$ cat src/rtl/seg_pkg.sv
// Shared definitions for the seven-segment scanner: segment patterns,
// converter state type and BCD sizing helper.
package seg_pkg;

   // Active-low cathode patterns, bit 6..0 = g..a
   localparam logic [6:0] SEG_0     = 7'b1000000;
   localparam logic [6:0] SEG_1     = 7'b1111001;
   localparam logic [6:0] SEG_2     = 7'b0100100;
   localparam logic [6:0] SEG_3     = 7'b0110000;
   localparam logic [6:0] SEG_4     = 7'b0011001;
   localparam logic [6:0] SEG_5     = 7'b0010010;
   localparam logic [6:0] SEG_6     = 7'b0000010;
   localparam logic [6:0] SEG_7     = 7'b1111000;
   localparam logic [6:0] SEG_8     = 7'b0000000;
   localparam logic [6:0] SEG_9     = 7'b0010000;
   localparam logic [6:0] SEG_DASH  = 7'b0111111;
   localparam logic [6:0] SEG_BLANK = 7'b1111111;

   typedef enum logic [1:0] {
      CONV_IDLE   = 2'd0,
      CONV_SHIFT  = 2'd1,
      CONV_COMMIT = 2'd2
   } conv_state_t;

   // Decimal digit count of the largest value representable in width bits.
   function automatic int bcd_digits_for(input int width);
      longint unsigned v;
      int              n;
      v = (64'd1 << width) - 64'd1;
      n = 0;
      for (int i = 0; i < 20; i++) begin
         if (v != 0) begin
            v = v / 64'd10;
            n = n + 1;
         end
      end
      return (n < 1) ? 1 : n;
   endfunction

   function automatic logic [6:0] seg_decode(input logic [3:0] nib);
      case (nib)
         4'd0:    seg_decode = SEG_0;
         4'd1:    seg_decode = SEG_1;
         4'd2:    seg_decode = SEG_2;
         4'd3:    seg_decode = SEG_3;
         4'd4:    seg_decode = SEG_4;
         4'd5:    seg_decode = SEG_5;
         4'd6:    seg_decode = SEG_6;
         4'd7:    seg_decode = SEG_7;
         4'd8:    seg_decode = SEG_8;
         4'd9:    seg_decode = SEG_9;
         default: seg_decode = SEG_DASH;
      endcase
   endfunction

endpackage

$ cat src/rtl/seven_seg_scanner_if.sv
// Host-facing bundle of the scanner: value/load/display controls in,
// multiplexed segment drive and status out.
interface seven_seg_scanner_if #(
   parameter int NUM_DIGITS = 4,
   parameter int BIN_WIDTH  = 14
);
   logic [BIN_WIDTH-1:0]  bin;
   logic                  load;
   logic                  blank_lz;
   logic [NUM_DIGITS-1:0] dp;
   logic [3:0]            brightness;
   logic [6:0]            seg_cat;
   logic                  seg_dp;
   logic [NUM_DIGITS-1:0] seg_an;
   logic                  busy;
   logic                  ovf;

   modport master (
      output bin, load, blank_lz, dp, brightness,
      input  seg_cat, seg_dp, seg_an, busy, ovf
   );

   modport slave (
      input  bin, load, blank_lz, dp, brightness,
      output seg_cat, seg_dp, seg_an, busy, ovf
   );
endinterface

$ cat src/rtl/bin2bcd_seq.sv
// Sequential double-dabble converter: one bit per cycle, then a single
// COMMIT cycle during which done is high and bcd is final.
module bin2bcd_seq
   import seg_pkg::*;
#(
   parameter int BIN_WIDTH  = 14,
   parameter int BCD_DIGITS = bcd_digits_for(BIN_WIDTH)
) (
   input  logic                    clk,
   input  logic                    rst,
   input  logic                    start,
   input  logic [BIN_WIDTH-1:0]    bin,
   output logic                    busy,
   output logic                    done,
   output logic [4*BCD_DIGITS-1:0] bcd
);
   localparam int CNT_W = $clog2(BIN_WIDTH + 1);
   localparam logic [CNT_W-1:0] LAST_BIT = CNT_W'(BIN_WIDTH - 1);

   conv_state_t             state_q, state_d;
   logic [BIN_WIDTH-1:0]    shift_q, shift_d;
   logic [4*BCD_DIGITS-1:0] bcd_q, bcd_d, bcd_adj;
   logic [CNT_W-1:0]        cnt_q, cnt_d;

   genvar gi;
   generate
      for (gi = 0; gi < BCD_DIGITS; gi++) begin : g_adj
         assign bcd_adj[4*gi +: 4] = (bcd_q[4*gi +: 4] >= 4'd5) ?
                                     bcd_q[4*gi +: 4] + 4'd3 : bcd_q[4*gi +: 4];
      end
   endgenerate

   always_ff @(posedge clk or posedge rst) begin
      if (rst) begin
         state_q <= CONV_IDLE;
         shift_q <= '0;
         bcd_q   <= '0;
         cnt_q   <= '0;
      end else begin
         state_q <= state_d;
         shift_q <= shift_d;
         bcd_q   <= bcd_d;
         cnt_q   <= cnt_d;
      end
   end

   always_comb begin
      state_d = state_q;
      case (state_q)
         CONV_IDLE:   if (start) state_d = CONV_SHIFT;
         CONV_SHIFT:  if (cnt_q == LAST_BIT) state_d = CONV_COMMIT;
         CONV_COMMIT: state_d = CONV_IDLE;
         default:     state_d = CONV_IDLE;
      endcase
   end

   // Datapath follows the state; start is only honoured in IDLE.
   always_comb begin
      shift_d = shift_q;
      bcd_d   = bcd_q;
      cnt_d   = cnt_q;
      case (state_q)
         CONV_IDLE: begin
            if (start) begin
               shift_d = bin;
               bcd_d   = '0;
               cnt_d   = '0;
            end
         end
         CONV_SHIFT: begin
            bcd_d   = {bcd_adj[4*BCD_DIGITS-2:0], shift_q[BIN_WIDTH-1]};
            shift_d = shift_q << 1;
            cnt_d   = cnt_q + 1'b1;
         end
         default: ;
      endcase
   end

   always_comb begin
      busy = (state_q != CONV_IDLE);
      done = (state_q == CONV_COMMIT);
      bcd  = bcd_q;
   end

endmodule

$ cat src/rtl/seven_seg_scanner.sv
// Multiplexed seven-segment driver: holds the committed BCD value and scans
// it across the digits with leading-zero blanking, PWM dimming and overflow dashes.
module seven_seg_scanner
   import seg_pkg::*;
#(
   parameter int NUM_DIGITS  = 4,
   parameter int BIN_WIDTH   = 14,
   parameter int REFRESH_DIV = 100000
) (
   input  logic               clk,
   input  logic               rst,
   seven_seg_scanner_if.slave bus
);
   localparam int BCD_DIGITS = bcd_digits_for(BIN_WIDTH);
   localparam int EXT_DIGITS = (BCD_DIGITS > NUM_DIGITS) ? BCD_DIGITS : NUM_DIGITS;
   localparam int DIG_W      = (NUM_DIGITS > 1) ? $clog2(NUM_DIGITS) : 1;
   localparam int PRE_W      = $clog2(REFRESH_DIV);
   localparam logic [PRE_W-1:0] PRE_LAST = PRE_W'(REFRESH_DIV - 1);
   localparam logic [DIG_W-1:0] DIG_LAST = DIG_W'(NUM_DIGITS - 1);

   logic                    conv_busy, conv_done, conv_ovf;
   logic [4*BCD_DIGITS-1:0] conv_bcd;
   logic [4*EXT_DIGITS-1:0] bcd_ext;

   logic [4*NUM_DIGITS-1:0] disp_q, disp_d;
   logic                    ovf_q, ovf_d;
   logic [PRE_W-1:0]        presc_q, presc_d;
   logic [DIG_W-1:0]        digit_q, digit_d;
   logic [3:0]              pwm_cnt_q, pwm_cnt_d;
   logic [6:0]              seg_cat_q, seg_cat_d;
   logic                    seg_dp_q, seg_dp_d;
   logic [NUM_DIGITS-1:0]   seg_an_q, seg_an_d;

   logic                    wrap;
   logic [3:0]              cur_nib;
   logic [NUM_DIGITS-1:0]   lz_blank;

   bin2bcd_seq #(
      .BIN_WIDTH  (BIN_WIDTH),
      .BCD_DIGITS (BCD_DIGITS)
   ) u_conv (
      .clk   (clk),
      .rst   (rst),
      .start (bus.load),
      .bin   (bus.bin),
      .busy  (conv_busy),
      .done  (conv_done),
      .bcd   (conv_bcd)
   );

   assign bcd_ext = (4*EXT_DIGITS)'(conv_bcd);

   // Any nonzero digit beyond the display width means the value does not fit.
   generate
      if (EXT_DIGITS > NUM_DIGITS) begin : g_ovf
         assign conv_ovf = |bcd_ext[4*EXT_DIGITS-1:4*NUM_DIGITS];
      end else begin : g_no_ovf
         assign conv_ovf = 1'b0;
      end
   endgenerate

   genvar gi;
   generate
      for (gi = 0; gi < NUM_DIGITS; gi++) begin : g_lz
         if (gi == 0) begin : g_lsd
            assign lz_blank[gi] = 1'b0;
         end else begin : g_upper
            assign lz_blank[gi] = bus.blank_lz &&
                                  (disp_q[4*NUM_DIGITS-1:4*gi] == '0);
         end
      end
   endgenerate

   assign wrap    = (presc_q == PRE_LAST);
   assign cur_nib = disp_q[4*digit_q +: 4];

   always_comb begin
      disp_d    = conv_done ? bcd_ext[4*NUM_DIGITS-1:0] : disp_q;
      ovf_d     = conv_done ? conv_ovf : ovf_q;
      presc_d   = wrap ? '0 : presc_q + 1'b1;
      digit_d   = digit_q;
      if (wrap) digit_d = (digit_q == DIG_LAST) ? '0 : digit_q + 1'b1;
      pwm_cnt_d = pwm_cnt_q + 4'd1;
   end

   // Anodes stay dark on the wrap cycle so the old digit's pattern never
   // bleeds onto the next anode.
   always_comb begin
      seg_cat_d = seg_decode(cur_nib);
      seg_dp_d  = ~bus.dp[digit_q];
      seg_an_d  = '1;
      if (ovf_q) begin
         seg_cat_d = SEG_DASH;
         seg_dp_d  = 1'b1;
      end else if (lz_blank[digit_q]) begin
         seg_cat_d = SEG_BLANK;
      end
      if (!wrap && (pwm_cnt_q <= bus.brightness)) seg_an_d[digit_q] = 1'b0;
   end

   always_ff @(posedge clk or posedge rst) begin
      if (rst) begin
         disp_q    <= '0;
         ovf_q     <= 1'b0;
         presc_q   <= '0;
         digit_q   <= '0;
         pwm_cnt_q <= '0;
         seg_cat_q <= SEG_BLANK;
         seg_dp_q  <= 1'b1;
         seg_an_q  <= '1;
      end else begin
         disp_q    <= disp_d;
         ovf_q     <= ovf_d;
         presc_q   <= presc_d;
         digit_q   <= digit_d;
         pwm_cnt_q <= pwm_cnt_d;
         seg_cat_q <= seg_cat_d;
         seg_dp_q  <= seg_dp_d;
         seg_an_q  <= seg_an_d;
      end
   end

   assign bus.seg_cat = seg_cat_q;
   assign bus.seg_dp  = seg_dp_q;
   assign bus.seg_an  = seg_an_q;
   assign bus.busy    = conv_busy;
   assign bus.ovf     = ovf_q;

endmodule
$ cat src/flat_wrapper.sv
// flat-port wrapper written by rule: the top's interface ports become plain ports
module seven_seg_scanner_flat import seg_pkg::*;
#(
   parameter int NUM_DIGITS  = 4,
   parameter int BIN_WIDTH   = 14,
   parameter int REFRESH_DIV = 100000
)
  (clk, rst, bus_bin, bus_load, bus_blank_lz, bus_dp, bus_brightness, bus_seg_cat, bus_seg_dp, bus_seg_an, bus_busy, bus_ovf);
  seven_seg_scanner_if #(.NUM_DIGITS(NUM_DIGITS), .BIN_WIDTH(BIN_WIDTH)) bus_i ();
  input  logic clk;
  input  logic rst;
  input wire logic [$bits(bus_i.bin)-1:0] bus_bin;
  input wire logic [$bits(bus_i.load)-1:0] bus_load;
  input wire logic [$bits(bus_i.blank_lz)-1:0] bus_blank_lz;
  input wire logic [$bits(bus_i.dp)-1:0] bus_dp;
  input wire logic [$bits(bus_i.brightness)-1:0] bus_brightness;
  output wire logic [$bits(bus_i.seg_cat)-1:0] bus_seg_cat;
  output wire logic [$bits(bus_i.seg_dp)-1:0] bus_seg_dp;
  output wire logic [$bits(bus_i.seg_an)-1:0] bus_seg_an;
  output wire logic [$bits(bus_i.busy)-1:0] bus_busy;
  output wire logic [$bits(bus_i.ovf)-1:0] bus_ovf;
  assign bus_i.bin = bus_bin;
  assign bus_i.load = bus_load;
  assign bus_i.blank_lz = bus_blank_lz;
  assign bus_i.dp = bus_dp;
  assign bus_i.brightness = bus_brightness;
  assign bus_seg_cat = bus_i.seg_cat;
  assign bus_seg_dp = bus_i.seg_dp;
  assign bus_seg_an = bus_i.seg_an;
  assign bus_busy = bus_i.busy;
  assign bus_ovf = bus_i.ovf;
  seven_seg_scanner #(.NUM_DIGITS(NUM_DIGITS), .BIN_WIDTH(BIN_WIDTH), .REFRESH_DIV(REFRESH_DIV)) u_core (.clk(clk), .rst(rst), .bus(bus_i));
endmodule
$ cat config.mk
export PLATFORM = sky130hd
export DESIGN_NAME = seven_seg_scanner_flat
export DESIGN_NICKNAME = d
export VERILOG_FILES = /design/src/rtl/seg_pkg.sv /design/src/rtl/seven_seg_scanner_if.sv /design/src/rtl/bin2bcd_seq.sv /design/src/rtl/seven_seg_scanner.sv /design/src/flat_wrapper.sv
export SDC_FILE = /design/constraint.sdc
export NUM_CORES = 1
export LEC_CHECK = 0
export CAP_MARGIN = 20
export CORE_ASPECT_RATIO = 0.8
export CORE_UTILIZATION = 30
export DETAILED_ROUTE_END_ITERATION = 10
export GPL_ROUTABILITY_DRIVEN = 0
export GPL_TIMING_DRIVEN = 0
export SLEW_MARGIN = 40
export SYNTH_ARGS = -nofsm -noshare
export SYNTH_HDL_FRONTEND = slang
export SYNTH_SLANG_ARGS = --single-unit
export TNS_END_PERCENT = 20
$ cat constraint.sdc
create_clock -name clk -period 3.5 [get_ports clk]
set_input_delay 0.875 -clock clk [delete_from_list [all_inputs] [get_ports clk]]
set_output_delay 0.875 -clock clk [all_outputs]
set_load 0.1 [all_outputs]
* Word-level counts from Yosys, hierarchy flattened
Memory sizes are Yosys's and may differ from the RTL's.
Cells that the tools add are included.
** Operators by class
- Add/subtract/negate cells :: 9
- $lt $le $gt $ge :: 8
- Equality and inequality tests :: 7
- Shift operators :: 1
- Multiplexer cells :: 26
- Bitwise gates (word level) :: 2
- Reduce and logical (&&, ||, !) cells :: 15
** Operator list (number)
- case mux 20 bit (2 select lines) :: 1
- case mux 14 bit (2 select lines) :: 1
- two-way mux 4 bit :: 6
- greater-or-equal comparator 4 x 3 -> 1 bit, second input constant :: 5
- two-way mux 20 bit :: 1
- adder 17 x 1 -> 17 bit, second input constant :: 1
- equality test 17 bit, second input constant :: 1
- two-way mux 17 bit :: 1
- adder 4 x 2 -> 4 bit, second input constant :: 4
- indexed part select 16 x 5 -> 4 bit :: 1
- two-way mux 14 bit :: 1
- two-way mux 7 bit :: 2
- zero test 12 bit :: 1
- adder 4 x 1 -> 4 bit, second input constant :: 2
- zero test 8 bit :: 1
- case mux 4 bit (2 select lines) :: 1
- two-way mux 2 bit :: 3
- logical AND 1 bit :: 5
- binary-select mux 1 bit (select 2 bit) :: 2
- equality test 2 bit, second input constant :: 2
- equality test 4 bit, second input constant :: 1
- less-or-equal comparator 4 bit :: 1
- zero test 4 bit :: 1
- two-way mux 1 bit :: 4
- 16 further kinds :: 19
** Storage, ports and cells
- Flip-flop bits (word level) :: 92
- ROM bits :: 112
- Input port bits :: 26
- Output and inout port bits :: 14
- Logic and storage cells :: 81
- Memories kept :: 1
** Memories
- (name not given) :: depth 16, bits a word 7, read ports 1, clocked after Yosys merged registers in 0, write ports 0, line seg_pkg.sv:41 : case (nib)

* Logic depth before layout (Yosys ltp)
Gate-level depths: netlist (run 1).
- Word-level depth :: 6
- Gate-level depth with buffers :: 7
- Gate-level depth less buffers :: 7

* Modules after synthesis
A second synthesis (run 1) with hierarchy kept.
** Unflattened totals
- Cells, all modules :: 439
- Area total of the unflattened synthesis :: 4845.9 sq um
** Modules (own cells, without submodules)
- seven_seg_scanner :: instances 1, cells an instance 210, area each 2503.7 sq um, sequential area each 1316.3 sq um
- bin2bcd_seq :: instances 1, cells an instance 229, area each 2342.2 sq um, sequential area each 1001.0 sq um

* Least setup slack after synthesis (run 1)
Ideal clock, no wire load.
- Path type :: register to output
- From :: reg u_core.u_conv.state_q[0]
- To :: out bus_busy
- Data arrival time :: 1.247 ns
- Required time :: 2.625 ns
- Setup slack :: 1.378 ns
- Cell stages (with the launch flop) :: 4
- Path buffers :: 2
- Cell sequence :: dfrtp_1 clkbuf_1 clkbuf_1 or2_2
** On the way
- Cells in the longest elaborated chain, start to end :: 1
** RTL lines
- start: declaration :: line bin2bcd_seq.sv:20 : conv_state_t state_q, state_d;
- start signal: assignment :: line bin2bcd_seq.sv:40 : state_q <= state_d;
- nonzero test 2 bit :: line bin2bcd_seq.sv:80 : busy = (state_q != CONV_IDLE);
- end: declaration :: line flat_wrapper.sv:20 : output wire logic [$bits(bus_i.busy)-1:0] bus_busy;
No other way between the ends.

* Worst setup path in the final report (run 1)
Ends and elaborated chain as after synthesis.

==> flow_summary.json, run 1 <==
{
  "grt_usage_pct": 12.9,
  "cts_setup_buffers": 0,
  "cts-root-buf": "clkbuf_16",
  "cts_tree": "done",
  "via_per_inst": 4.67,
  "grtUsageMet3_pct": 3.81,
  "grt_max_degree": 52,
  "drt_iter0_markers": 167,
  "dieWidth_microns": 141,
  "core_sq_mm": 0.0151,
  "drv_slew": 0,
  "post_dp_cell_area_sq_mm": 0.00526,
  "hp-start": "u_core.pwm_cnt_q[3]",
  "drive_above_1_share_pct": 13.0,
  "synth.top_cell.area_share_pct": 43.1,
  "fmax_mhz": 365,
  "path_cells": "clkbuf_1, clkbuf_1, or2_2, buf_2",
  "worst_ep_required_time_ns": 2.62,
  "grt_pass1_wl_mm": 16.5,
  "numPortBuffers": 39,
  "dr.pass1.iters": 4,
  "power.density_mw_per_mm2": 751,
  "use_met1_pct": 16.9,
  "nets": 568,
  "netlist_instances": 463,
  "cp_slowest_cell": "buf_2",
  "insertion_delay_ns": 0.35,
  "crit_top_cell": "clkbuf_1",
  "tightest_slew_ns": 0.622,
  "fin_area_sq_mm": 0.00554,
  "avgSynthCellArea_sq_um": 10.0,
  "synth_area_sq_mm": 0.00465,
  "period_share_pct": 78.4,
  "startpoint_type": "register",
  "dieArea_sq_mm": 0.0160,
  "synth.distinct_cells": 42,
  "status": "completed",
  "antenna_found_initial": 0,
  "vias": 3398,
  "grt_use_met2_pct": 20.4,
  "final_common_cell": "dfrtp_1",
  "clk_pin_slew_ns": 0.06,
  "initial_core_util_pct": 30.8,
  "synth_nets": 517,
  "cts_made_buffers": 9,
  "hpwl_mm": 6.60,
  "cts.repair.resized": 0,
  "hold_path.class": "register to register",
  "worstPathArrival_ns": 1.87,
  "synth_edf_count": 0,
  "hold_buffers": 0,
  "power.leakage_uw": 0.00239,
  "area_growth_pct": 19.1,
  "r2r-start": "u_core.digit_q[1]",
  "rsz0062_at_grt": "false",
  "final_core_util_pct": 36.7,
  "layout_common_cells": "dfrtp_1, nand2_1, o21ai_0",
  "grt_pass1_vias": 3429,
  "ios": 40,
  "die_h_microns": 113,
  "clk_path_buf_depth": 2,
  "instances_no_fill": 727,
  "yosysWarningCount": 0,
  "worst_path_largest_cell_delay_ns": 0.41,
  "ys_seq_area_share_pct": 49.9,
  "cap_violations": 0,
  "n_antenna_cell": 0,
  "slew_headroom_pct": 58.1,
  "clock_sinks": 92,
  "setup_viol_count_final": 0,
  "ant_nets": 0,
  "r2r_slack_ns": 1.46,
  "rows": 40,
  "worstSetupStartpoint": "u_core.u_conv.state_q[0]",
  "nFillCells": 1480,
  "synth-async-reset-ratio_pct": 100,
  "h-tree-depth": 3,
  "drcViolationCount": 0,
  "critical_path_class": "register to primary output",
  "cp_top_family": "buffers and inverters",
  "placedCellCount": 713,
  "min_period_ns": 2.74,
  "wl_mm": 9.36,
  "synthTopCellsByArea": "dfrtp_1, ha_1, dfstp_2",
  "path_max_fanout": 10,
  "route.detailed.wl_per_inst_microns": 12.9,
  "hold_viol_final": 0,
  "grt_overflow_total": 0,
  "cp.buffers_inverters": 3,
  "ys_ff_latch": 92,
  "busiest_layer": "met2",
  "end_kind": "primary output",
  "ir_drop_mv": 0.245,
  "ys_dominant_reg_cell": "dfrtp_1",
  "skew_ns": 0.00836,
  "yosysTopAreaCell": "dfrtp_1"
}
-- synthesized netlist by cell type, types with 2 or more instances --
master / instances
buf_4: 2
mux4_2: 2
xor2_1: 9
nor2b_1: 2
nor3b_1: 14
clkbuf_1: 13
dfstp_2: 12
nand4_1: 5
dfrtp_1: 80
o21ai_0: 58
mux2_2: 10
inv_1: 24
nand3b_1: 5
a22o_1: 2
nor4_1: 4
o31ai_1: 4
nand3_1: 15
nand2b_1: 8
mux4_1: 3
nor3_1: 9
mux2i_1: 2
a21oi_1: 27
nand2_1: 61
xnor2_1: 16
o21a_1: 2
nor2_1: 25
a21o_1: 2
buf_2: 6
ha_1: 28
-- final timing paths --
kind                       cells after the start                     end
max                                            4                bus_busy
min                                            1     u_core.pwm_cnt_q[3]
max reg2reg                                    7   u_core.bus.seg_cat[5]
min reg2reg                                    1     u_core.pwm_cnt_q[3]
max in group asynchronous                      3   u_core.bus.seg_cat[6]
min in group asynchronous                      2  u_core.u_conv.cnt_q[2]
-- worst reg2reg max path: stages (launching register included) --
cell and delay [ns]:
dfrtp_1 0.36, buf_2 0.25, mux4_1 0.68, inv_1 0.15, ha_1 0.17, nor2_1 0.06
o32ai_2 0.20, nand2_1 0.08
-- cell type report --
type                    count  area, sq um  area share (%)
clock buffers               9          225            4.07
clock inverters             5         55.1           0.995
well taps                 210          263            4.75
flip-flops and latches     92         2320            41.9
inverters                  24         95.1            1.72
repair buffers             40          340            6.15
multi-input cells         325         2130            38.6
plain buffers              22          105            1.90
-- sequential cells by signal (all words and copies together), names as in the netlist --
| register | flops |
|---|---|
| u_core.bus.ovf | 1 |
| u_core.bus.seg_an | 4 |
| u_core.bus.seg_cat | 7 |
| u_core.bus.seg_dp | 1 |
| u_core.digit_q | 2 |
| u_core.disp_q | 16 |
| u_core.presc_q | 17 |
| u_core.pwm_cnt_q | 4 |
| u_core.u_conv.bcd | 20 |
| u_core.u_conv.cnt_q | 4 |
| u_core.u_conv.shift_q | 14 |
| u_core.u_conv.state_q | 2 |
-- kinds of logic (layout without fill, tap and decap cells) --
| group | count (synthesis) | count (layout) | share of synthesized area, % |
|---|---|---|---|
| xor gates and xnor gates | 25 | 25 | 4.71 |
| adders and majority gates | 28 | 28 | 7.54 |
| muxes | 17 | 17 | 5.52 |
| buffers and inverters | 46 | 100 | 4.20 |
| DFF | 92 | 92 | 49.9 |
| AOI/OAI and AO/OA | 100 | 100 | 11.8 |
| and+or+nand+nor | 155 | 155 | 16.4 |
-- where the power goes --
part / internal, uW / switching (uW) / total (uW) / leakage, uW
clock network: 543 / 399 / 941 / 0.000133
logic: 569 / 1020 / 1590 / 0.00108
registers: 1390 / 244 / 1630 / 0.00118
-- metal layers --
layer / part of all wire, % / vias to the layer above
met4: 1.9 / 0
met3: 4.7 / 15
li1: - / 1690
met5: 0 / -
met2: 44 / 58
met1: 49 / 1635
-- metrics by stage --
stage	setup TNS [ns]	setup WS [ns]	total power, uW	hold WS (ns)
6_report	0	0.757	4160	0.477
5_1_grt	0	0.600	4490	0.497
4_1_cts	0	0.736	4190	0.483
3_5_place_dp	0	0.801	3230	0.471
3_3_place_gp	-94.20	-1.15	3210	0.463
2_1_floorplan	0	0.253	2850	0.440
No activity file was read; power rests on OpenSTA's default activity.
==> run 2: changes to the inputs <==
- clock period: 3.5 -> 2.3 ns (I/O delays scaled with it)
==> run 2 against run 1 <==
Sequential power grew 52%. Wire length grew 1.8%. Global-route usage rose by 0.11 points. Critical path depth stayed put. First-iteration DRC count down 31%. Via count is the same. Largest cell class unchanged.
==> flow_summary.json, run 2 (synthesis results as in run 1) <==
{
  "min_path_cells": 1,
  "tightest_slew_ns": 0.669,
  "cts_tree": "done",
  "cts_made_buffers": 9,
  "grt_usage_pct": 13.0,
  "via_per_inst": 4.64,
  "holdPathEnd": "u_core.pwm_cnt_q[3]",
  "cts.repair.resized": 2,
  "layout_common_cells": "dfrtp_1, nand2_1, o21ai_0",
  "hold_viol_final": 0,
  "period_share_pct": 95.1,
  "startpoint_type": "register",
  "min_period_ns": 2.19,
  "rows": 40,
  "dieArea_sq_mm": 0.0160,
  "numPortBuffers": 39,
  "nets": 571,
  "critical_path_class": "register to primary output",
  "h-tree-depth": 3,
  "dieWidth_microns": 141,
  "r2r.worst_path.cells": 7,
  "wl_mm": 9.53,
  "antenna_found_initial": 0,
  "use_met1_pct": 17.8,
  "r2r-end": "u_core.bus.seg_cat[5]",
  "hold_buffers": 0,
  "ir_drop_mv": 0.549,
  "n_antenna_cell": 0,
  "p_total_uw": 6390,
  "grt_pass1_wl_mm": 16.6,
  "drive_above_1_share_pct": 13.2,
  "power.density_mw_per_mm2": 1140,
  "setup_viol_count_final": 0,
  "core_sq_mm": 0.0151,
  "insertion_delay_ns": 0.35,
  "r2r_slack_ns": 0.26,
  "final_common_cell": "dfrtp_1",
  "dr.pass1.iters": 4,
  "cp.buffers_inverters": 3,
  "clk_pin_slew_ns": 0.06,
  "nFillCells": 1504,
  "hpwl_mm": 6.82,
  "fin_area_sq_mm": 0.00562,
  "cp_slowest_cell": "dfrtp_1",
  "vias": 3398,
  "r2r-start": "u_core.digit_q[1]",
  "busiest_layer": "met2",
  "worst_path_largest_cell_delay_ns": 0.35,
  "grt_pass1_vias": 3422,
  "power.leakage_uw": 0.00244,
  "cp_top_family": "buffers and inverters",
  "largest_reg_flops": 20,
  "end_kind": "primary output",
  "ios": 40,
  "fmax_mhz": 457,
  "route.detailed.wl_per_inst_microns": 13.0,
  "skew_ns": 0.0124,
  "initial_core_util_pct": 30.8,
  "drcViolationCount": 0,
  "die_h_microns": 113,
  "cts_setup_buffers": 0,
  "drt_iter0_markers": 115,
  "grt_max_degree": 27,
  "finalSetupTns_ns": 0,
  "post_dp_cell_area_sq_mm": 0.00533,
  "clk_path_buf_depth": 2,
  "worst_ep_required_time_ns": 1.73,
  "hp-start": "u_core.pwm_cnt_q[3]",
  "slew_headroom_pct": 55.0,
  "path_max_fanout": 10,
  "ant_nets": 0,
  "grt_use_met2_pct": 20.2,
  "hold_path.class": "register to register",
  "clock_sinks": 92,
  "grt_overflow_total": 0,
  "grtUsageMet3_pct": 3.55,
  "worstPathArrival_ns": 1.61,
  "cts-root-buf": "clkbuf_16",
  "status": "completed",
  "drv_slew": 0,
  "cap_violations": 0,
  "path_cells": "clkbuf_1, clkbuf_2, or2_2, buf_4",
  "area_growth_pct": 21.0,
  "rsz0062_at_grt": "false"
}
==> run 2: worst max path at each step <==
stage                             start               endpoint  slack [ns]  depth (start not counted)
6_report       u_core.u_conv.state_q[0]               bus_busy        0.11                          4
5_1_grt        u_core.u_conv.state_q[0]               bus_busy        0.02                          4
4_1_cts        u_core.u_conv.state_q[0]               bus_busy        0.09                          4
3_5_place_dp          bus_brightness[1]   u_core.bus.seg_an[2]       -0.14                          8
3_3_place_gp   u_core.u_conv.state_q[0]               bus_busy       -0.50                          4
2_1_floorplan         u_core.digit_q[1]  u_core.bus.seg_cat[5]        0.47                          7
==> run 2: routing by layer <==
layer | part of all wire [%] | wire (microns)
met5 | 0 | 0
met4 | 1.0 | 99
met3 | 4.6 | 436
met2 | 45 | 4250
met1 | 50 | 4740
==> run 2: final cells by class <==
type,instances,area [sq um],share of cell area (%)
well taps,210,263,4.67
repair buffers,43,418,7.43
multi-input cells,325,2130,38.0
clock buffers,13,250,4.45
clock inverters,3,38.8,0.690
plain buffers,22,106,1.89
inverters,24,93.8,1.67
flip-flops and latches,92,2320,41.2
==> run 2: worst register-to-register path: stages (launching register included) <==
cell,delay (ns)
dfrtp_1,0.36
buf_2,0.25
mux4_1,0.68
inv_1,0.15
ha_1,0.18
nor2_1,0.06
o32ai_2,0.19
nand2_1,0.08
==> run 2: where the power goes <==
group / internal (uW) / switching, uW / total, uW
Combinational: 889 / 1550 / 2440
Clock: 868 / 603 / 1470
Sequential: 2110 / 369 / 2480
==> run 2: stage by stage <==
| step | utilization [%] | std cells | setup slack, ns | hold WS [ns] |
|---|---|---|---|---|
| 2_1_floorplan | - | 463 | 0.473 | 0.440 |
| 3_3_place_gp | 35.2 | 712 | -0.497 | 0.463 |
| 3_5_place_dp | 35.4 | 716 | -0.140 | 0.471 |
| 4_1_cts | 37.3 | 732 | 0.0886 | 0.483 |
| 5_1_grt | 37.3 | 732 | 0.0200 | 0.503 |
| 6_report | 37.3 | 732 | 0.113 | 0.478 |
